===== config.mk =====
export PLATFORM = sky130hd
export DESIGN_NAME = bar_chart_sequencer
export DESIGN_NICKNAME = d
export VERILOG_FILES = /design/src/rtl/bar_chart_sequencer_pkg.sv /design/src/rtl/bar_chart_sequencer_display.sv /design/src/rtl/bar_chart_sequencer.sv
export SDC_FILE = /design/constraint.sdc
export NUM_CORES = 1
export LEC_CHECK = 0
export BUFFER_PORTS_ARGS = -buffer_cell sky130_fd_sc_hd__buf_2
export CAP_MARGIN = 25
export CORE_ASPECT_RATIO = 1.5
export CORE_UTILIZATION = 45
export CTS_BUF_LIST = sky130_fd_sc_hd__clkbuf_16
export DETAILED_ROUTE_END_ITERATION = 10
export GPL_ROUTABILITY_DRIVEN = 0
export GPL_TIMING_DRIVEN = 1
export PLACE_DENSITY = 0.66
export SYNTH_ARGS = -nofsm -noshare
export SYNTH_HDL_FRONTEND = slang
export SYNTH_SLANG_ARGS = --single-unit

===== constraint.sdc =====
create_clock -name clk -period 2.2 [get_ports clk]
set_input_delay 0.44 -clock clk [delete_from_list [all_inputs] [get_ports clk]]
set_output_delay 0.44 -clock clk [all_outputs]
set_load 0.01 [all_outputs]

===== src/rtl/bar_chart_sequencer_pkg.sv =====
// Shared definitions for the bar chart sequencer slice.
//  - sequencer state encodings
//  - default colours, screen limits, coordinate widths
//  - drawer configuration struct (start point + height)
//  - bar_left_x(): left edge x of a bar given origin/pitch/index
package bar_chart_sequencer_pkg;

  localparam int SCREEN_W = 320;
  localparam int SCREEN_H = 240;
  localparam int XW       = 9;
  localparam int YW       = 8;
  localparam int HW       = 7;
  localparam int CW       = 3;
  localparam int BAR_W    = 8;

  localparam logic [CW-1:0] DEF_BAR_COLOUR = 3'b010;
  localparam logic [CW-1:0] DEF_BG_COLOUR  = 3'b000;

  typedef enum logic [2:0] {
    S_IDLE,
    S_FETCH,
    S_CAPTURE,
    S_ERASE_INIT,
    S_ERASE,
    S_DRAW_INIT,
    S_DRAW,
    S_NEXT
  } seq_state_e;

  typedef struct packed {
    logic [XW-1:0] x;
    logic [YW-1:0] y;
    logic [HW-1:0] height;
  } drw_cfg_t;

  function automatic logic [XW-1:0] bar_left_x(input int origin, input int pitch, input int idx);
    return XW'(origin + idx * pitch);
  endfunction

endpackage


===== src/rtl/bar_chart_sequencer_display.sv =====
// bar_graph_display: pixel counter core for one bar-shaped rectangle.
// Walks an 8-pixel-wide block of (height+1) rows starting at cfg.x/cfg.y,
// row by row, left to right. One pixel per enabled cycle; done flags the
// last pixel while it is being presented.
// Ports:
//  clk, resetn  clock / async active-low reset
//  clr          synchronous counter clear (drawer local reset)
//  enable       advance one pixel per cycle
//  cfg          start x/y and height (rows-1), held stable during a pass
//  x, y         current pixel coordinate (combinational from counters)
//  done         enable && current pixel is the last one
module bar_graph_display
  import bar_chart_sequencer_pkg::*;
(
  input  logic          clk,
  input  logic          resetn,
  input  logic          clr,
  input  logic          enable,
  input  drw_cfg_t      cfg,
  output logic [XW-1:0] x,
  output logic [YW-1:0] y,
  output logic          done
);

  logic [2:0]    xc;
  logic [HW-1:0] yc;
  logic          last;

  assign last = (xc == 3'(BAR_W - 1)) && (yc == cfg.height);
  assign done = enable && last;
  assign x    = cfg.x + XW'(xc);
  assign y    = cfg.y + YW'(yc);

  // Counters park on the last pixel until the sequencer clears them.
  always_ff @(posedge clk or negedge resetn) begin
    if (!resetn) begin
      xc <= '0;
      yc <= '0;
    end else if (clr) begin
      xc <= '0;
      yc <= '0;
    end else if (enable && !last) begin
      if (xc == 3'(BAR_W - 1)) begin
        xc <= '0;
        yc <= yc + HW'(1);
      end else begin
        xc <= xc + 3'd1;
      end
    end
  end

endmodule


===== src/rtl/bar_chart_sequencer.sv =====
// bar_chart_sequencer: walks a history RAM of NUM_BARS heights and, per bar,
// erases its column to background then redraws it at the stored height.
// Ports:
//  clk, resetn  clock / async active-low reset
//  start        1-cycle pulse, starts one chart update (ignored while busy)
//  hist_addr    history RAM read address (bar index)
//  hist_data    bar height, valid one cycle after hist_addr
//  x_out,y_out  pixel coordinate from the drawer
//  colour       pixel colour
//  plot         pixel write strobe
//  busy         frame update in progress
//  done         1-cycle pulse after the last pixel of the last bar
module bar_chart_sequencer
  import bar_chart_sequencer_pkg::*;
#(
  parameter int            NUM_BARS   = 8,
  parameter int            ORIGIN_X   = 20,
  parameter int            BAR_PITCH  = 10,
  parameter int            BASELINE_Y = 200,
  parameter int            MAX_H      = 100,
  parameter logic [CW-1:0] BAR_COLOUR = DEF_BAR_COLOUR,
  parameter logic [CW-1:0] BG_COLOUR  = DEF_BG_COLOUR,
  localparam int           AW         = (NUM_BARS > 1) ? $clog2(NUM_BARS) : 1
) (
  input  logic          clk,
  input  logic          resetn,
  input  logic          start,
  output logic [AW-1:0] hist_addr,
  input  logic [HW-1:0] hist_data,
  output logic [XW-1:0] x_out,
  output logic [YW-1:0] y_out,
  output logic [CW-1:0] colour,
  output logic          plot,
  output logic          busy,
  output logic          done
);

  if (ORIGIN_X + (NUM_BARS - 1) * BAR_PITCH + BAR_W - 1 >= SCREEN_W) begin : g_bad_x
    $error("bar_chart_sequencer: rightmost bar exceeds screen width");
  end
  if (BASELINE_Y >= SCREEN_H || BASELINE_Y - MAX_H < 0 || MAX_H > 127) begin : g_bad_y
    $error("bar_chart_sequencer: vertical geometry out of range");
  end

  localparam logic [HW-1:0] MAX_H7   = HW'(MAX_H);
  localparam logic [YW-1:0] BASE8    = YW'(BASELINE_Y);
  localparam logic [YW-1:0] ERASE_Y0 = YW'(BASELINE_Y - MAX_H);
  localparam logic [AW-1:0] LAST_IDX = AW'(NUM_BARS - 1);

  seq_state_e    state;
  logic [AW-1:0] idx;
  logic [HW-1:0] h;
  drw_cfg_t      cfg;
  logic          drw_clr;
  logic          drw_done;

  // Drawer is held cleared everywhere except while it is actually plotting,
  // so it is fresh at the start of every erase/draw pass and after reset.
  assign drw_clr = (state != S_ERASE) && (state != S_DRAW);

  bar_graph_display u_drw (
    .clk    (clk),
    .resetn (resetn),
    .clr    (drw_clr),
    .enable (plot),
    .cfg    (cfg),
    .x      (x_out),
    .y      (y_out),
    .done   (drw_done)
  );

  always_ff @(posedge clk or negedge resetn) begin
    if (!resetn) begin
      state     <= S_IDLE;
      idx       <= '0;
      hist_addr <= '0;
      h         <= '0;
      cfg       <= '0;
      colour    <= BG_COLOUR;
      plot      <= 1'b0;
      busy      <= 1'b0;
      done      <= 1'b0;
    end else begin
      done <= 1'b0;
      case (state)
        S_IDLE: begin
          // done is still high in the first idle cycle: a start coinciding
          // with the done pulse is treated as arriving during busy.
          if (start && !done) begin
            idx       <= '0;
            hist_addr <= '0;
            busy      <= 1'b1;
            state     <= S_FETCH;
          end
        end
        S_FETCH: state <= S_CAPTURE;
        S_CAPTURE: begin
          h     <= (hist_data > MAX_H7) ? MAX_H7 : hist_data;
          state <= S_ERASE_INIT;
        end
        S_ERASE_INIT: begin
          cfg.x      <= bar_left_x(ORIGIN_X, BAR_PITCH, int'(idx));
          cfg.y      <= ERASE_Y0;
          cfg.height <= MAX_H7;
          colour     <= BG_COLOUR;
          plot       <= 1'b1;
          state      <= S_ERASE;
        end
        S_ERASE: begin
          if (drw_done) begin
            plot  <= 1'b0;
            state <= S_DRAW_INIT;
          end
        end
        S_DRAW_INIT: begin
          cfg.y      <= BASE8 - YW'(h);
          cfg.height <= h;
          colour     <= BAR_COLOUR;
          plot       <= 1'b1;
          state      <= S_DRAW;
        end
        S_DRAW: begin
          if (drw_done) begin
            plot  <= 1'b0;
            state <= S_NEXT;
          end
        end
        S_NEXT: begin
          if (idx == LAST_IDX) begin
            busy  <= 1'b0;
            done  <= 1'b1;
            state <= S_IDLE;
          end else begin
            idx       <= idx + AW'(1);
            hist_addr <= idx + AW'(1);
            state     <= S_FETCH;
          end
        end
        default: state <= S_IDLE;
      endcase
    end
  end

endmodule

==> run_results.csv <==
group,metric,value,unit
synthesis,synth_edf_count,0,
critical_path,cp_slowest_stage_delay,0.42,ns
placement,post-dp-hpwl,5.06,mm
critical_path,crit_family,"adder cells",
detailed_routing,top_layer_used,"met4",
clock_tree,htreeDepth,2,
synthesis,yosys_most_used_dff,"dfrtp_1",
die,fp.dieW,67.8,um
timing,slew_violations,0,
timing,maxSlewHeadroom,0.618,
synthesis,synth_warnings,0,
global_route,antenna_found_initial,0,
clock_tree,cts_buffers,5,
clock_tree,cts_tree,"built",
timing,setup_violations,5,
clock_tree,clock-sinks,48,
synthesis,ys_seq_area_frac,0.410,
timing,rsz0062_at_grt,"true",
critical_path,reg2reg_from,"state[1]",
layout,finalNetCount,385,
timing,worst_slew_pin_slew,0.573,ns
die,coreArea,6220,um2
critical_path,cp.required,1.76,ns
clock_tree,cts_buffer_depth,2,
pwr,power.density,510,nW/um2
timing,setup_ws,-0.249,ns
synthesis,synth_cell_type_count,49,
clock_tree,root_buffer,"clkbuf_16",
critical_path,crit_path_end_kind,"primary output",
global_route,grt_pass1_wl,10.9,mm
critical_path,r2r_cells,5,
global_route,track_usage,0.218,
detailed_routing,wl_met1,2.55,mm
critical_path,cp.arrival,2.01,ns
detailed_routing,via_count,2390,
placement,port_buffers,33,
timing,skew,0.00772,ns
detailed_routing,drc_errors,0,
timing,period_share,1.11,
clock_tree,clk_latency,0.29,ns
status,violations,"setup timing",
pwr,power,0.00181,W
synthesis,ys_ff_latch,48,
detailed_routing,met3_length,185,um
critical_path,worst_setup_path_start_kind,"register",
placement,place_inst,412,
critical_path,r2r_setup_slack,0.36,ns
global_route,grt_max_degree,26,
critical_path,cpMaxStageDelayCell,"dfrtp_1",
min_path,hold_class,"in2async",
pwr,vdd_drop_max,0.343,mV
synthesis,syn_area,2930,um2
timing,clock.fmax,0.408,GHz
detailed_routing,routed_wl,6.75,mm
detailed_routing,route.met2.wl,3.79,mm
synthesis,avgSynthCellArea,9.66,um2
detailed_routing,wl_per_cell,15.9,um
critical_path,worstSetupPathType,"reg2out",
clock_tree,clkTransAtPathRegs,0.07,ns
global_route,grt_pass1_vias,2293,
critical_path,path_buf_inv,1,
layout,n_antenna_cell,0,
placement,dpl_cell_area,3250,um2
detailed_routing,vias_per_cell,5.62,
layout,final_cells,425,
synthesis,syn_inst,303,
critical_path,cp_cell_sequence,"ha_4 -> fa_2 -> a21o_1 -> a21oi_2 -> or4b_1 -> o2111ai_1 -> buf_2",
detailed_routing,postRouteAntennaNets,0,
detailed_routing,dr.pass1.iters,4,
layout,layout-drive-gt1-share,0.236,
die,die_h,101,um
critical_path,reg2reg_to,"cfg[14]",
timing,finalCriticalPeriod,2.45,ns
critical_path,crit_fanout,3,
die,rows,35,
die,io_pins,36,
pwr,p_leak,1.78,nW
synthesis,async_flop_share,1.00,
die,die_area,6840,um2
timing,finalHoldViolations,0,
global_route,grt_overflow_total,0,
layout,area_growth,20.9,%
detailed_routing,drt_iter0_drc,105,
layout,layout_common_cells,"nand2_1, dfrtp_1, buf_2",
flow_run,maxCapViolCount,0,
layout,finish.instance_area,3540,um2
status,outcome,"finished, violations left",
die,start_util,0.471,
==> timing repair <==
item / 4_1_cts / 5_1_grt
pin swaps: 2 / 4
gates resized for setup: 8 / 7
setup buffers: 0 / 5
hold buffers: 0 / 0
setup endpoints to repair: 6 / 11
==> cell usage after synthesis (4+ instances only) <==
| cell type | instances | area share |
|---|---|---|
| mux2i_1 | 7 | 0.024 |
| ha_1 | 23 | 0.098 |
| a21oi_1 | 16 | 0.027 |
| clkbuf_1 | 6 | 0.0077 |
| a31oi_1 | 5 | 0.011 |
| nand2_1 | 48 | 0.062 |
| xnor2_1 | 9 | 0.027 |
| nand3_1 | 7 | 0.012 |
| inv_1 | 9 | 0.012 |
| a22o_1 | 6 | 0.018 |
| nor2_1 | 4 | 0.0051 |
| mux2_2 | 5 | 0.019 |
| buf_4 | 4 | 0.010 |
| dfrtp_1 | 48 | 0.41 |
| nor3_1 | 4 | 0.0068 |
| buf_2 | 5 | 0.0085 |
| o21ai_0 | 20 | 0.034 |
| nand2b_1 | 12 | 0.026 |
| and2_1 | 5 | 0.011 |
| xor2_1 | 15 | 0.045 |
==> logic make-up (layout without fill, tap and decap cells) <==
family                     count (synthesis)  in the layout  share of synthesized area
DFF                                       48             48                      0.410
buffers and inverters                     25             72                     0.0398
muxes                                     12             12                     0.0432
adders and majority gates                 25             25                      0.112
other                                      1              2                    0.00128
and+or+nand+nor                           96             96                      0.162
xor gates and xnor gates                  24             24                     0.0718
AOI/OAI and AO/OA                         72             72                      0.160
==> sequential cells by signal (all words and copies together) (netlist names) <==
signal,flops
cfg,21
state,3
h,7
plot,1
colour,1
u_drw.xc,3
idx,3
u_drw.yc,7
busy,1
done,1
==> how the worst max path moves through the flow <==
stage,from,endpoint,cells after the start
global placement,cfg[7],y_out[4],7
global route,cfg[7],y_out[6],7
finish,cfg[7],y_out[6],7
floorplan,u_drw.yc[0],y_out[6],6
CTS,cfg[7],y_out[6],7
detailed placement,cfg[7],y_out[6],7
==> where the power goes <==
part	switching (W)	internal [W]	total (W)
sequential	0.00000672	0.000886	0.000893
combinational	0.0000326	0.0000203	0.0000529
clock	0.000329	0.000530	0.000860
==> stage by stage <==
| stage | setup TNS [ns] | util | setup slack [ns] | hold WS, ns |
|---|---|---|---|---|
| after floorplan | 0 | - | 0.0752 | 0.144 |
| after global placement | -0.219 | 0.522 | -0.113 | 0.460 |
| after detailed placement | -0.199 | 0.522 | -0.108 | 0.461 |
| after CTS | -0.807 | 0.556 | -0.234 | 0.152 |
| after global routing | -1.08 | 0.569 | -0.331 | 0.178 |
| final | -0.698 | 0.569 | -0.249 | 0.136 |
==> final cells by class <==
class                   instances  area, um2
repair buffers                 55        343
flip-flops and latches         48       1200
well taps                      74       92.6
multi-input cells             231       1710
clock buffers                   5        125
inverters                       9       33.8
fillers                       553       2680
clock inverters                 3       38.8
==> metal layers <==
layer / vias to the layer above / GRT usage
li1: 1161 / -
met1: 1160 / 0.228
met2: 56 / 0.410
met3: 13 / 0.0294
met4: 0 / 0.101
met5: - / 0
==> worst register-to-register path, stage by stage (launching register included) <==
cell and delay (ns):
dfrtp_1 0.42, inv_1 0.15, ha_1 0.20, nand2_1 0.28, and2_1 0.39, a22o_1 0.29
(Power assumes the default switching activity.)
